**src/rtl/sa_oport.sv**
```systemverilog
// -----------------------------------------------------------------------------
// sa_oport -- output-port stage of the two-stage switch allocator.
//
// One instance sits on each router output port. Each input port presents at
// most one request, already chosen by that input's own VC arbitration. This
// stage grants one input per cycle with round-robin fairness. Once a head flit
// wins, the output stays locked to that input until its tail flit is granted.
// Every grant also needs a downstream credit. The crossbar select is registered
// here for the switch-traversal stage.
//
// Ports
//   clk            in   1   clock, all state on the rising edge
//   rst            in   1   synchronous reset, active-high
//   reqSAIn        in   N   bit i: input port i requests this output
//   tailIn         in   N   bit i: input i's candidate flit is a tail
//   creditIn       in   1   downstream freed one buffer slot
//   outputGrantSA  out  N   one-hot/zero grant, same cycle as the request
//   xbarSelect     out  N   registered grant, drives the crossbar column
//   xbarValid      out  1   registered |grant, flit valid on this output
//   creditCount    out  CW  current downstream credits
//   creditErr      out  1   sticky: credit returned while already full
// -----------------------------------------------------------------------------
module sa_oport #(
    parameter int N        = 5,
    parameter int CRED_MAX = 4,
    localparam int CW      = $clog2(CRED_MAX + 1)
) (
    input  logic          clk,
    input  logic          rst,
    input  logic [N-1:0]  reqSAIn,
    input  logic [N-1:0]  tailIn,
    input  logic          creditIn,
    output logic [N-1:0]  outputGrantSA,
    output logic [N-1:0]  xbarSelect,
    output logic          xbarValid,
    output logic [CW-1:0] creditCount,
    output logic          creditErr
);

    localparam int PW = (N > 1) ? $clog2(N) : 1;

    typedef enum logic {
        S_IDLE,
        S_LOCKED
    } state_e;

    state_e        state_q, state_d;
    logic [PW-1:0] rr_ptr_q, rr_ptr_d;
    logic [PW-1:0] owner_q, owner_d;
    logic [CW-1:0] credit_q, credit_d;
    logic          credit_err_q, credit_err_d;
    logic [N-1:0]  xbar_select_q, xbar_select_d;
    logic          xbar_valid_q, xbar_valid_d;

    logic [N-1:0]  grant;
    logic          transfer;
    logic          win_found;
    logic [PW-1:0] win_idx;

    // Index after i, wrapping N-1 back to 0.
    function automatic logic [PW-1:0] next_idx(input logic [PW-1:0] i);
        return (i == PW'(N - 1)) ? '0 : i + 1'b1;
    endfunction

    // Round-robin winner: first set request at or above rr_ptr_q, wrapping.
    // The loop runs from the farthest candidate to the nearest so the nearest
    // one is written last and takes priority.
    always_comb begin
        // NOTE: every signal assigned in a combinational block gets a default
        // first, so no path leaves it unassigned and no latch is inferred.
        win_found = 1'b0;
        win_idx   = '0;
        for (int k = N - 1; k >= 0; k--) begin
            int s;
            s = int'(rr_ptr_q) + k;
            if (s >= N) s = s - N;
            if (reqSAIn[PW'(s)]) begin
                win_found = 1'b1;
                win_idx   = PW'(s);
            end
        end
    end

    // Grant, next state, credit bookkeeping and crossbar registers.
    always_comb begin
        grant         = '0;
        state_d       = state_q;
        rr_ptr_d      = rr_ptr_q;
        owner_d       = owner_q;
        credit_d      = credit_q;
        credit_err_d  = credit_err_q;

        // With no credit left there is no grant, whichever state we are in.
        if (!rst && credit_q != '0) begin
            if (state_q == S_IDLE) begin
                if (win_found) grant[win_idx] = 1'b1;
            end else begin
                // While locked, only the owner can win. If it stops
                // requesting, the cycle is a bubble and the lock holds.
                if (reqSAIn[owner_q]) grant[owner_q] = 1'b1;
            end
        end
        transfer = |grant;

        if (transfer) begin
            if (state_q == S_IDLE) begin
                if (tailIn[win_idx]) begin
                    rr_ptr_d = next_idx(win_idx);
                end else begin
                    state_d = S_LOCKED;
                    owner_d = win_idx;
                end
            end else if (tailIn[owner_q]) begin
                state_d  = S_IDLE;
                rr_ptr_d = next_idx(owner_q);
            end
        end

        // A grant and a returned credit in the same cycle cancel out.
        // A credit returned when the counter is already full is an
        // upstream protocol error. The counter stays saturated and the
        // error flag is set.
        unique case ({transfer, creditIn})
            2'b10: credit_d = credit_q - 1'b1;
            2'b01: begin
                if (credit_q == CW'(CRED_MAX)) credit_err_d = 1'b1;
                else                           credit_d     = credit_q + 1'b1;
            end
            default: ;
        endcase

        xbar_select_d = grant;
        xbar_valid_d  = transfer;
    end

    // NOTE: state registers use non-blocking assignments, so every flop
    // samples the values from before the edge, whatever order they are listed.
    always_ff @(posedge clk) begin
        if (rst) begin
            state_q       <= S_IDLE;
            rr_ptr_q      <= '0;
            owner_q       <= '0;
            credit_q      <= CW'(CRED_MAX);
            credit_err_q  <= 1'b0;
            xbar_select_q <= '0;
            xbar_valid_q  <= 1'b0;
        end else begin
            state_q       <= state_d;
            rr_ptr_q      <= rr_ptr_d;
            owner_q       <= owner_d;
            credit_q      <= credit_d;
            credit_err_q  <= credit_err_d;
            xbar_select_q <= xbar_select_d;
            xbar_valid_q  <= xbar_valid_d;
        end
    end

    assign outputGrantSA = grant;
    assign xbarSelect    = xbar_select_q;
    assign xbarValid     = xbar_valid_q;
    assign creditCount   = credit_q;
    assign creditErr     = credit_err_q;

endmodule

```
**config.mk**
```make
export PLATFORM = sky130hd
export DESIGN_NAME = sa_oport
export DESIGN_NICKNAME = d
export VERILOG_FILES = /design/src/rtl/sa_oport.sv
export SDC_FILE = /design/constraint.sdc
export NUM_CORES = 1
export LEC_CHECK = 0
export CORE_ASPECT_RATIO = 0.5
export CORE_MARGIN = 4
export CORE_UTILIZATION = 45
export CTS_BUF_LIST = sky130_fd_sc_hd__clkbuf_8
export CTS_CLUSTER_SIZE = 28
export DETAILED_ROUTE_END_ITERATION = 7
export GPL_ROUTABILITY_DRIVEN = 1
export PLACE_DENSITY = 0.67
export SYNTH_ARGS = -nofsm -noshare
export SYNTH_HDL_FRONTEND = slang
export SYNTH_SLANG_ARGS = --single-unit
```
**constraint.sdc**
```tcl
create_clock -name clk -period 5.9 [get_ports clk]
set_clock_uncertainty 0.05 [all_clocks]
set_input_delay 1.475 -clock clk [delete_from_list [all_inputs] [get_ports clk]]
set_output_delay 1.475 -clock clk [all_outputs]
set_load 0.005 [all_outputs]
```
Word level (Yosys, flattened, before mapping). Cells that the tools add are included.

Bits of input ports: 13. Flip-flop bits (word level): 17. Output and inout port bits: 15.

Bitwise gates (word level): 2. Magnitude comparators: 14. Eq/ne operators: 7. Muxes and demuxes: 54. Reductions and logical operators: 12. Add/subtract/negate cells: 13.

Operator list (number): 3-bit two-way mux (16); 3-bit by 5-bit < comparator with 1-bit output (second input constant) (5); 1-bit binary-select mux with 3-bit select (8); 1-bit two-way mux (23); 5-bit two-way mux (4); 4-bit by 3-bit >= comparator with 1-bit output (second input constant) (4); 3-bit subtractor (second input constant) (5); 3-bit by 1-bit adder with 3-bit output (second input constant) (3); 3-bit equality test (second input constant) (3); 3-bit by 2-bit adder with 4-bit output (second input constant) (2); 3-bit by 4-bit < comparator with 1-bit output (second input constant) (2); 1-bit demux with 3-bit select (2); 3-bit by 1-bit >= comparator with 1-bit output (second input constant) (2); 3-bit case mux with 2 select lines (1); 3-bit AND reduction (2); 5-bit OR reduction (1); 3-bit by 1-bit adder with 4-bit output (second input constant) (1); 3-bit by 3-bit adder with 4-bit output (second input constant) (1); 2-bit AND reduction (2); 2-bit nonzero test (2); 3-bit >= comparator (second input constant) (1); 1-bit logical AND (3); 3-bit nonzero test (1); 3-bit by 1-bit subtractor with 3-bit output (second input constant) (1); 6 further kinds (7).

Logic depth before layout (Yosys ltp).
Depth after elaboration: 22. Mapped depth: 21. Mapped depth without buffers: 19.

Worst setup path before layout. OpenSTA, ideal clock, no wires.

Kind: input -> output. Start point: in reqSAIn[1]. End point: out outputGrantSA[0]. Stages: 10. Path buffers: 2. Slack: 0.667 ns. Data arrival time: 3.708 ns. Required time: 4.375 ns. Cell sequence: buf_2 > mux4_2 > nor3b_1 > a41o_1 > o41ai_1 > a31o_1 > buf_6 > nor3b_1 > o21ai_0 > o21ba_2.

Word-level cells in the longest chain between the ends: 15.

Ends and longest elaborated chain: from (decl) (line 30) `input logic [N-1:0] reqSAIn,`; 1-bit binary-select mux with 3-bit select (line 77) `if (reqSAIn[PW'(s)]) begin`; 1-bit two-way mux (not written as such) (2 in a row) (line 77); 3-bit two-way mux (5 in a row) (line 77); 3-bit by 4-bit < comparator with 1-bit output (not written as such) or 3-bit by 1-bit >= comparator with 1-bit output (tied branches) (line 96) `if (win_found) grant[win_idx] = 1'b1;`; 1-bit logical AND (not written as such) (line 96); 1-bit two-way mux (not written as such) (line 96); 1-bit demux with 3-bit select (line 96); 5-bit two-way mux (line 96); 5-bit two-way mux (*) (line 95) `if (state_q == S_IDLE) begin`; 5-bit two-way mux (*) (line 94) `if (!rst && credit_q != '0) begin`; to (decl) (line 33) `output logic [N-1:0] outputGrantSA,`.

Mark *: on every way between the ends. The rest lies on a longest branch, timed or not. The select of a mux whose other input is x is not followed.

Worst setup path after layout.
Start point: in reqSAIn[2]. End point: out outputGrantSA[3].

Same word-level chain as after synthesis.

==> results.toml <==
[status]
status = "complete, no violations"

[sta]
fmax_mhz = 172
drv_slew = 0
finalSetupViolations = 0
maxSlewHeadroom_pct = 60.8
min_period_ns = 5.82
worst_pin_slew_ns = 0.588
finalHoldViolCount = 0
rsz0062_at_grt = "true"
fin_crit_sh_pct = 98.6
setup_slack_ns = 0.0828

[synth]
ys_seq_area_share_pct = 14.8
synth_nets = 315
synth_ff_type = "dfxtp_1"
ys_types = 69
synth.top_cell.area_share_pct = 14.8
synth_mux_area_share_pct = 14.2
synthXorXnorAreaFrac_pct = 1.85
synth-seq-cells = 17
synth_top_family_by_area = "compound AO/OA/AOI/OAI gates"
yosys_warnings = 0
synth_compound_area_share_pct = 31.3
synth_top_area_cell = "dfxtp_1"
synth_edf_count = 0
syn_area_um2 = 2300
yosys-top-cells-count = "nand2_1 (24), nor2_1 (24), mux2i_1 (21), a21oi_1 (19), dfxtp_1 (17)"
synthSimpleGateAreaFrac_pct = 22.3
syn_avg_cell_area_um2 = 8.00
synthTopCellsByArea = "dfxtp_1 (15%), mux2i_1 (9.1%), ha_1 (6.5%), a21oi_1 (4.1%), nand2_1 (3.9%)"
async_reset_ff_share_pct = 0
syn_inst = 288
synth_adder_area_share_pct = 8.26

[drt]
detail-route-antenna-nets = 0
drc = 0
wl_met3_um = 365
top_layer = "met4"
drt_pass1_iterations = 4
wirelength_mm = 6.72
wl_per_cell_um = 16.2
via_count = 2436
dr_wl_met2_mm = 3.06
wirelength_met1_mm = 3.25
dr.first_iter.drc_count = 145
avgViaCountPerCell = 5.88

[finish]
post-route-util_pct = 59.9
multi_input_area_um2 = 1830
design_area_um2 = 2950
register_area_um2 = 340
nets = 372
n_antenna_cell = 0
drive_gt1_share_pct = 23.8
fillers = 443
area_growth_pct = 28.2

[placed_design]
placed_cell_area_um2 = 2840
dp_hpwl_mm = 5.23
gp_congestion = 0.923
portBuffers = 27
post-place-ws_ns = -0.257

[global_routing]
antenna_found_initial = 0
grt_pass1_vias = 2334
grt_first_pass_wirelength_mm = 11.3
overflow = 0
grtUsageTotal_pct = 22.0
grt_max_degree = 24

[worst_setup_path]
cp.buffers_inverters = 3
max_stage_delay_ns = 0.51
cp.arrival_ns = 4.29
cp_slowest_cell = "clkdlybuf4s50_1"
worst_ep_required_time_ns = 4.38
endpoint_kind = "output port"
criticalPathCategory = "in -> out"
critPathMostFrequentCell = "mux2i_1"
crit_family = "buffers and inverters"
cp_cell_sequence = "dlygate4sd2_1, mux2i_1, buf_4, mux2i_1, mux2i_4, or4_1, a31o_2, a311oi_4, nand2_1, a21oi_1, clkdlybuf4s50_1"
start_kind = "input port"
critPathMaxFanout = 5

[floorplanning]
die-width_um = 109
die_y_um = 58.6
die_area_um2 = 6400
io_pins = 28
start_util_pct = 46.7
core_um2 = 4930
rows = 18

[power]
power_per_cell_area_nw_per_um2 = 527
cellLeakagePower_nw = 1.23
p_total_mw = 1.56
ir_drop_v = 0.000303

[clock_network]
ctsHtreeMaxLevel = 1
clk_pin_slew_ns = 0.06
cts_tree = "yes"
cts_hold_buf = 0
clock_latency_ns = 0.25
cts_root_buf = "clkbuf_8"
clk_path_buf_depth = 2
clock_sinks = 17
numCtsBuffers = 3

[min_path]
hp-class = "reg -> reg"

[run]
drv_cap = 0
==> through the flow <==
stage / instances / setup TNS [ns] / hold slack, ns
after floorplan: 288 / 0 / 0.415
after global placement: 405 / -0.485 / 0.413
after detailed placement: 405 / -0.625 / 0.430
after CTS: 411 / 0 / 0.450
after global routing: 414 / -0.0747 / 0.493
final: 414 / 0 / 0.443
==> path summary, 6_finish.rpt <==
check | startpoint | to | slack, ns | cells after the start
setup reg to reg | rr_ptr_q[0] | owner_q[2] | 1.34 | 17
hold reg to reg | creditErr | creditErr | 0.44 | 2
setup / recovery | reqSAIn[2] | outputGrantSA[3] | 0.08 | 11
hold / removal | creditErr | creditErr | 0.44 | 2
==> logic make-up (layout without fill, tap and decap cells) <==
group,after synthesis,count (layout)
simple gates,99,99
compound gates,94,94
buf+inv,33,89
mux,27,27
flops,17,17
fa+ha+maj,14,14
xor+xnor,4,4
==> cell type report <==
type                       instances  area share, %
tap                               70           2.96
clock buffer                       3           1.40
multi-input combinational        238           62.1
clock inverter                     1          0.127
timing repair buffer              71           20.2
inverter                          14           1.78
sequential                        17           11.5
==> state kept, by name (all words and copies together) (netlist names) <==
signal	cells
creditCount	3
creditErr	1
owner_q	3
rr_ptr_q	3
state_q	1
xbarSelect	5
xbarValid	1
==> power by group <==
| group | switching [mW] | internal [mW] | total, mW |
|---|---|---|---|
| registers | 0.0512 | 0.156 | 0.207 |
| clock network | 0.0407 | 0.0462 | 0.0870 |
| logic | 0.628 | 0.634 | 1.26 |
| total | 0.720 | 0.835 | 1.56 |
==> layer usage <==
| metal | vias up | GRT usage (%) |
|---|---|---|
| met5 | - | 0 |
| met3 | 5 | 1.53 |
| li1 | 1196 | - |
| met4 | 0 | 4.26 |
| met1 | 1161 | 32.3 |
| met2 | 74 | 36.0 |
==> worst min-delay path: cells and delay by family, from the launching register on <==
kind / cells / cell delay, ns
and+or+nand+nor: 1 / 0.08
AOI/OAI and AO/OA: 1 / 0.05
DFF: 1 / 0.33
==> cells in the final DEF, fill, tap and decap left out, types with 3 or more instances in the layout <==
master and count:
nand2b_1 5, nor2b_1 5, buf_4 44, a21boi_0 4, a31oi_1 5, mux2i_1 20
o22ai_1 3, clkbuf_8 3, o21ai_0 13, o21a_1 3, nand3_1 4, nor2_1 23
a211o_1 3, and3_1 4, clkdlybuf4s50_1 22, nand4_1 3, a21oi_1 18, inv_1 13
a211oi_1 6, nor3_1 10, o31ai_1 5, xnor2_1 3, nand2_1 24, ha_1 11
mux4_2 3, nor3b_1 4, dfxtp_1 17
==> repair_timing <==
action                     in CTS  in global routing
gates resized for setup         8                 11
pin swaps                       2                  5
setup endpoints to repair       4                  4
buffers inserted                2                  3
Note: power is estimated with default switching activity, not from simulation.
